[config.mk]
export PLATFORM = sky130hd
export DESIGN_NAME = div_unit
export DESIGN_NICKNAME = d
export VERILOG_FILES = /design/src/rtl/div_unit_pkg.sv /design/src/rtl/div_unit.sv
export SDC_FILE = /design/constraint.sdc
export NUM_CORES = 1
export LEC_CHECK = 0
export ABC_AREA = 1
export CAP_MARGIN = 20
export CORE_MARGIN = 10
export CORE_UTILIZATION = 50
export CTS_BUF_LIST = sky130_fd_sc_hd__clkbuf_16
export CTS_CLUSTER_DIAMETER = 30
export DETAILED_ROUTE_END_ITERATION = 6
export PLACE_DENSITY = 0.79
export SYNTH_ARGS = -nofsm -noshare
export SYNTH_HDL_FRONTEND = slang
export SYNTH_SLANG_ARGS = --single-unit
[constraint.sdc]
create_clock -name clk -period 2 [get_ports clk]
set_input_delay 0.4 -clock clk [delete_from_list [all_inputs] [get_ports clk]]
set_output_delay 0.4 -clock clk [all_outputs]
set_load 0.05 [all_outputs]
[src/rtl/div_unit_pkg.sv]
// Shared encodings for the RV32M divider: funct3 codes, M-extension opcode
// fields and the divider FSM states.
package div_unit_pkg;

    localparam logic [6:0] INST_TYPE_M = 7'b0110011;
    localparam logic [6:0] FUNCT7_M    = 7'b0000001;

    localparam logic [2:0] INST_DIV  = 3'b100;
    localparam logic [2:0] INST_DIVU = 3'b101;
    localparam logic [2:0] INST_REM  = 3'b110;
    localparam logic [2:0] INST_REMU = 3'b111;

    typedef enum logic [1:0] {
        DIV_IDLE = 2'd0,
        DIV_CALC = 2'd1,
        DIV_DONE = 2'd2
    } div_state_e;

    function automatic logic is_signed_op(input logic [2:0] funct3);
        return (funct3 == INST_DIV) || (funct3 == INST_REM);
    endfunction

    function automatic logic is_rem_op(input logic [2:0] funct3);
        return (funct3 == INST_REM) || (funct3 == INST_REMU);
    endfunction

endpackage

[src/rtl/div_unit.sv]
// Multi-cycle restoring divider for DIV/DIVU/REM/REMU, one quotient bit per
// cycle on operand magnitudes, with sign correction applied on completion.
module div_unit
    import div_unit_pkg::*;
#(
    parameter int DATA_WIDTH = 32,
    parameter int CNT_WIDTH  = 6
) (
    input  logic                  clk,
    input  logic                  rst_n,
    input  logic                  start_i,
    input  logic [2:0]            funct3_i,
    input  logic [DATA_WIDTH-1:0] dividend_i,
    input  logic [DATA_WIDTH-1:0] divisor_i,
    input  logic [4:0]            rd_addr_i,
    input  logic                  flush_i,
    output logic                  busy_o,
    output logic [DATA_WIDTH-1:0] result_o,
    output logic                  result_valid_o,
    output logic [4:0]            rd_addr_o
);

    localparam logic [CNT_WIDTH-1:0] LAST_ITER = CNT_WIDTH'(DATA_WIDTH - 1);

    div_state_e            state;
    logic [CNT_WIDTH-1:0]  counter;
    logic [DATA_WIDTH-1:0] quot_r;
    logic [DATA_WIDTH-1:0] rem_r;
    logic [DATA_WIDTH-1:0] divisor_r;
    logic [4:0]            rd_r;
    logic                  rem_sel_r;
    logic                  div0_r;
    logic                  neg_q_r;
    logic                  neg_r_r;

    logic                  accept;
    logic                  op_signed;
    logic                  dividend_neg;
    logic                  divisor_neg;
    logic [DATA_WIDTH-1:0] dividend_mag;
    logic [DATA_WIDTH-1:0] divisor_mag;
    logic [DATA_WIDTH:0]   rem_shift;
    logic [DATA_WIDTH:0]   rem_diff;
    logic [DATA_WIDTH-1:0] rem_next;
    logic [DATA_WIDTH-1:0] quot_next;
    logic [DATA_WIDTH-1:0] quot_fix;
    logic [DATA_WIDTH-1:0] rem_fix;
    logic [DATA_WIDTH-1:0] result_next;

    assign accept = (state == DIV_IDLE) && start_i && funct3_i[2] && !flush_i;
    assign busy_o = start_i || (state != DIV_IDLE);

    always_comb begin
        op_signed    = is_signed_op(funct3_i);
        dividend_neg = op_signed && dividend_i[DATA_WIDTH-1];
        divisor_neg  = op_signed && divisor_i[DATA_WIDTH-1];
        dividend_mag = dividend_neg ? -dividend_i : dividend_i;
        divisor_mag  = divisor_neg  ? -divisor_i  : divisor_i;
    end

    // quot_r doubles as the dividend shift register: its MSB feeds the
    // partial remainder while quotient bits enter at the LSB.
    always_comb begin
        rem_shift = {rem_r, quot_r[DATA_WIDTH-1]};
        rem_diff  = rem_shift - {1'b0, divisor_r};
        if (!rem_diff[DATA_WIDTH]) begin
            rem_next  = rem_diff[DATA_WIDTH-1:0];
            quot_next = {quot_r[DATA_WIDTH-2:0], 1'b1};
        end else begin
            rem_next  = rem_shift[DATA_WIDTH-1:0];
            quot_next = {quot_r[DATA_WIDTH-2:0], 1'b0};
        end
    end

    // On divide-by-zero quot_r holds the raw dividend for the REM/REMU result.
    always_comb begin
        quot_fix = neg_q_r ? -quot_r : quot_r;
        rem_fix  = neg_r_r ? -rem_r  : rem_r;
        if (div0_r) begin
            result_next = rem_sel_r ? quot_r : '1;
        end else begin
            result_next = rem_sel_r ? rem_fix : quot_fix;
        end
    end

    always_ff @(posedge clk or negedge rst_n) begin
        if (!rst_n) begin
            state          <= DIV_IDLE;
            counter        <= '0;
            quot_r         <= '0;
            rem_r          <= '0;
            divisor_r      <= '0;
            rd_r           <= '0;
            rem_sel_r      <= 1'b0;
            div0_r         <= 1'b0;
            neg_q_r        <= 1'b0;
            neg_r_r        <= 1'b0;
            result_o       <= '0;
            result_valid_o <= 1'b0;
            rd_addr_o      <= '0;
        end else begin
            result_valid_o <= 1'b0;
            case (state)
                DIV_IDLE: begin
                    if (accept) begin
                        counter   <= '0;
                        rem_r     <= '0;
                        divisor_r <= divisor_mag;
                        rd_r      <= rd_addr_i;
                        rem_sel_r <= is_rem_op(funct3_i);
                        neg_q_r   <= dividend_neg ^ divisor_neg;
                        neg_r_r   <= dividend_neg;
                        if (divisor_i == '0) begin
                            div0_r <= 1'b1;
                            quot_r <= dividend_i;
                            state  <= DIV_DONE;
                        end else begin
                            div0_r <= 1'b0;
                            quot_r <= dividend_mag;
                            state  <= DIV_CALC;
                        end
                    end
                end
                DIV_CALC: begin
                    if (flush_i) begin
                        state <= DIV_IDLE;
                    end else begin
                        rem_r   <= rem_next;
                        quot_r  <= quot_next;
                        counter <= counter + CNT_WIDTH'(1);
                        if (counter == LAST_ITER) begin
                            state <= DIV_DONE;
                        end
                    end
                end
                DIV_DONE: begin
                    if (!flush_i) begin
                        result_o       <= result_next;
                        rd_addr_o      <= rd_r;
                        result_valid_o <= 1'b1;
                    end
                    state <= DIV_IDLE;
                end
                default: state <= DIV_IDLE;
            endcase
        end
    end

endmodule
Word-level counts from Yosys, hierarchy flattened

Cells that the tools add are included.

Register bits: 151
Input port bits: 76
Output and inout port bits: 39

Add/subtract/negate cells: 6
Equal/unequal tests: 9
Muxes and demuxes: 27
Bitwise gates (word level): 2
Reduce and logical (&&, ||, !) cells: 17

Operators by type and width:

| operator                                                              | number |
|---|---|
| 32-bit two-way mux                                                    | 13 |
| 32-bit negation                                                       | 4 |
| 32-bit one-hot mux with 2 select lines                                | 2 |
| 33-bit by 32-bit subtractor with 33-bit output                        | 1 |
| 32-bit logical NOT                                                    | 1 |
| 6-bit two-way mux                                                     | 2 |
| 6-bit one-hot mux with 2 select lines                                 | 1 |
| 3-bit equality test, second input constant                            | 3 |
| 2-bit two-way mux                                                     | 4 |
| 6-bit by 1-bit adder with 6-bit output, second input constant         | 1 |
| 6-bit by 5-bit equality test with 1-bit output, second input constant | 1 |
| 2-bit AND reduction                                                   | 3 |
| 1-bit logical AND                                                     | 5 |
| 1-bit two-way mux                                                     | 4 |
| 2-bit != test, second input constant                                  | 2 |
| 2-bit one-hot mux with 2 select lines                                 | 1 |
| 2-bit nonzero test                                                    | 2 |
| 1-bit logical OR                                                      | 3 |
| 3-bit != test, second input constant                                  | 1 |
| 3-bit AND reduction                                                   | 1 |
| 2-bit by 1-bit equality test with 1-bit output, second input constant | 1 |
| 2-bit equality test, second input constant                            | 1 |
| 2-bit logical NOT                                                     | 1 |
| 1-bit logical NOT                                                     | 1 |
| other kinds (2)                                                       | 2 |

Depth between registers and ports, before layout

Gate-level depths: netlist (run 1).

Word-level depth: 7
Mapped depth: 18

Worst setup path after synthesis (run 1)

No wires, ideal clock.

Path type: register -> register
Start point: register quot_r[31]
End point: register rem_r[16]
Arrival: 2.075 ns
Required time: 1.882 ns
Path slack: -0.193 ns
Cell stages (with the launch flop): 19
Buffers on the path: 1
Period minus slack after synthesis: 2.193 ns
Cells stage by stage: dfrtp_1 > inv_1 > ha_1 > fa_1 > inv_1 > nand2_1 > nand2_1 > nand3_1 > nand2_2 > nand2_2 > nand2_4 > nand2_4 > nand2_4 > nand2_8 > nand2_8 > buf_12 > nand2_2 > nand3_1 > nand2_1

Cells in the longest elaborated chain, start to end: 4

Ends and longest elaborated chain:

| element                                        | line            | source |
|---|---|---|
| from (decl)                                    | div_unit.sv:27  | `logic [DATA_WIDTH-1:0] quot_r;` |
| from (signal assigned)                         | div_unit.sv:115 | `quot_r <= dividend_i;` |
| from (signal assigned)                         | div_unit.sv:119 | `quot_r <= dividend_mag;` |
| from (signal assigned)                         | div_unit.sv:129 | `quot_r <= quot_next;` |
| 33-bit by 32-bit subtractor with 33-bit output | div_unit.sv:65  | `rem_diff = rem_shift - {1'b0, divisor_r};` |
| 32-bit two-way mux                             | div_unit.sv:66  | `if (!rem_diff[DATA_WIDTH]) begin` |
| 32-bit two-way mux                             | div_unit.sv:125 | `if (flush_i) begin` |
| 32-bit one-hot mux with 2 select lines         | div_unit.sv:103 | `case (state)` |
| to (signal assigned)                           | div_unit.sv:128 | `rem_r <= rem_next;` |
| to (decl)                                      | div_unit.sv:28  | `logic [DATA_WIDTH-1:0] rem_r;` |

Every way passes these cells. The select of a mux whose other input is x is not followed.
A chain may end at the register's enable or synchronous reset.

Final worst setup path (run 1)

Start point: register quot_r[31]
End point: register rem_r[6]

The elaborated chain is that of the path after synthesis.

==> results of run 1 <==
power groups by stage:
| stage | clock, mW | combinational, mW | sequential, mW |
|---|---|---|---|
| floorplan | 0 | 3.49 | 5.14 |
| global placement | 0 | 8.03 | 4.32 |
| detailed placement | 0 | 8.13 | 4.35 |
| CTS | 3.40 | 8.09 | 4.30 |
| global route | 3.54 | 9.86 | 4.43 |
| finish | 3.41 | 9.20 | 4.36 |
kinds of logic after synthesis:
kind of cell,Yosys count
and+or+nand+nor,1448
buffers and inverters,408
AOI/OAI and AO/OA,259
DFF,151
xor gates and xnor gates,40
adders and majority gates,38
registers in the layout, summed over array words and instances (netlist names):
signal          flops
counter             6
div0_r              1
divisor_r          32
neg_q_r             1
neg_r_r             1
quot_r             32
rd_addr_o           5
rd_r                5
rem_r              32
rem_sel_r           1
result_o           32
result_valid_o      1
state               2
worst max-delay path by stage:
stage / endpoint / depth (start not counted)
floorplan: rem_r[16]$_DFFE_PN0P_ / 18
global placement: quot_r[12]$_DFFE_PN0P_ / 13
detailed placement: divisor_r[30]$_DFFE_PN0P_ / 14
CTS: rem_r[17]$_DFFE_PN0P_ / 16
global route: rem_r[6]$_DFFE_PN0P_ / 17
finish: rem_r[6]$_DFFE_PN0P_ / 17
per-layer routing:
layer  GRT usage (%)  vias up  wire, µm
li1                -     8539         -
met1            43.3     8243     25600
met2            46.1     1016     25500
met3            5.33      135      5930
met4            8.19        2      1510
met5               0        -        13
repair_timing:
item | CTS | global route
gates cloned | 1 | 12
pin swaps | 8 | 94
buffers inserted | 0 | 30
endpoints found under the hold margin | 36 | 0
hold buffers | 1 | 0
endpoints found under the setup margin | 84 | 102
resized for setup | 73 | 240
metrics by stage:
step                hold slack, ns  utilization (%)  setup TNS [ns]
finish                       0.442             75.0          -11.10
CTS                          0.446             69.7           -8.74
global route                 0.476             75.0          -16.67
detailed placement           0.342             67.0          -28.17
global placement             0.329             67.0          -22.36
floorplan                    0.104                -           -1.28
cells in the mapped netlist, types with 3 or more instances:
library cell,n
clkinv_1,3
nand2_1,792
a21oi_1,82
xnor2_1,17
nor2_1,192
inv_2,7
or2_2,4
inv_1,312
a31oi_1,16
nand4_1,48
dfrtp_1,151
nand3_2,5
o21ai_0,121
o21ai_1,6
and2_1,7
o22ai_1,6
buf_1,6
nand2_4,4
clkbuf_1,52
buf_2,20
o21bai_1,7
xor2_1,23
nand3b_1,8
nand3_1,307
a21oi_2,3
o211ai_1,8
nor2_2,10
ha_1,37
nor3_1,33
nand2_2,28
buf_6,4
final cells by class:
class	instances	area, µm²
repair buffers	570	4940
flip-flops and latches	151	3780
inverters	322	1220
well taps	378	473
clock buffers	17	425
clock inverters	13	173
fillers	2246	6920
multi-input cells	1790	9700
==> impl_metrics.toml, run 1 <==
[outcome]
status = "finished with violations"
violations = "DRC, setup timing"

[synth]
avgSynthCellArea_um2 = 5.94
synth_top_area_share_pct = 27.1
synth.mux.area_fraction_pct = 0
dominantRegCellSynth = "dfrtp_1"
synth_cell_type_count = 49
async_flop_share_pct = 100
synth_seq_cells = 151
synth_area_um2 = 13900
synth_top_family_by_area = "simple AND/OR/NAND/NOR gates"
seq_area_frac_synth_pct = 27.1
synth_cells = 2344
syn-num-nets = 2458
yosys.area_share.simple_pct = 45.0
synthTopCellsByArea = "dfrtp_1, nand2_1, nand3_1"
yosysWarnings = 0
synthXorXnorAreaFrac_pct = 2.52
synth_edf_count = 0
synthAdderAreaFrac_pct = 3.47
synth_largest_area_cell = "dfrtp_1"
synth_compound_area_share_pct = 10.1

[sta]
fmax_mhz = 416
fin_skew_ns = 0.0168
slew_viol_final = 0
worst_pin_slew_ns = 0.538
period_share_pct = 120
setup_viol = 48
relSlewSlack_pct = 64.3
fin_ws_ns = -0.404
hold_viol = 0
min_period_ns = 2.40
grt_setup_unrepaired = "yes"

[worst_setup_path]
slowest_delay_ns = 0.42
start_kind = "register"
crit_required_ns = 2.38
r2r_setup_slack_ns = -0.40
cp.arrival_ns = 2.79
r2r_cells = 17
critPathSlowestCell = "dfrtp_2"
critPathTopFamily = "simple AND/OR/NAND/NOR gates"
crit_type = "reg -> reg"
r2r_start = "quot_r[31]$_DFFE_PN0P_"
end_kind = "register"
cp-startpoint = "quot_r[31]$_DFFE_PN0P_"
crit_buf_inv = 3
reg2reg_to = "rem_r[6]$_DFFE_PN0P_"
path_cells = "inv_2 -> ha_4 -> fa_2 -> inv_2 -> nand2_2 -> nand2_2 -> nand3_2 -> nand2_2 -> nand2_2 -> nand2_4 -> nand2_4 -> nand2_4 -> nand2_4 -> buf_4 -> nand3_1 -> nand3_1 -> nand2_1"
critPathMaxFanout = 6

[die]
io_pins = 115
start_util_pct = 50.4
fp.dieArea_um2 = 34900
fp.coreArea_um2 = 27600
die_x_um = 187
die_y_um = 187
rows = 61

[worst_hold_path]
hold_path_class = "in -> async"

[cells_and_area]
diodes = 0
layout_commonest_cell = "nand2_1"
stdcell_area_um2 = 20700
nets = 2966
syn2layout_area_growth_pct = 48.7
drive_above_1_share_pct = 27.2
final_cell_mix = "nand2_1, buf_4, inv_1"
stdcell_count = 3241

[placement]
place_hpwl_mm = 43.3
placed_cells = 3167
place_area_um2 = 18500
io_buffer_count = 114
finalWeightedCongestion = 1.02
dp_slack_ns = -0.424

[clock_tree]
htreeDepth = 4
clockRootBuffer = "clkbuf_16"
max-clock-path-buffers = 2
cts_tree = "yes"
cts.sinks = 151
clkLatencyLatePin_ns = 0.45
clkSlewWorstSetupHoldPaths_ns = 0.07
numCtsBuffers = 17

[flow_run]
max-cap-violations = 0

[routing]
vias_per_cell = 5.53
totalWireLength_mm = 58.6
detail-route-antenna-nets = 0
drtIter0Drc = 2502
wl_per_cell_um = 18.1
num_vias = 17935
drc = 14
dr.pass1.iters = 7

[pwr]
switchingPower_mw = 7.67
intPower_mw = 9.29
p_leak_nw = 11.2
power_mw = 17.0
combPwrFrac_pct = 54.2
pwr-share-clk_pct = 20.1
seqPwrFrac_pct = 25.7
ir_drop_uv = 625
swShare_pct = 45.2
p_per_area_nw_per_um2 = 819

[grt]
grt_usage_pct = 30.4
grt_pass1_vias = 16408
antenna_found_initial = 2
grt_max_degree = 60
grt_pass1_wl_mm = 87.0
grt-ovfl-total = 0
No activity file was read; power rests on OpenSTA's default activity.
==> run 2, diff against run 1 <==
SLEW_MARGIN = 20   (was unset)
==> results of run 2 <==
No change in the layout: final DEF, timing and power equal those of run 1.
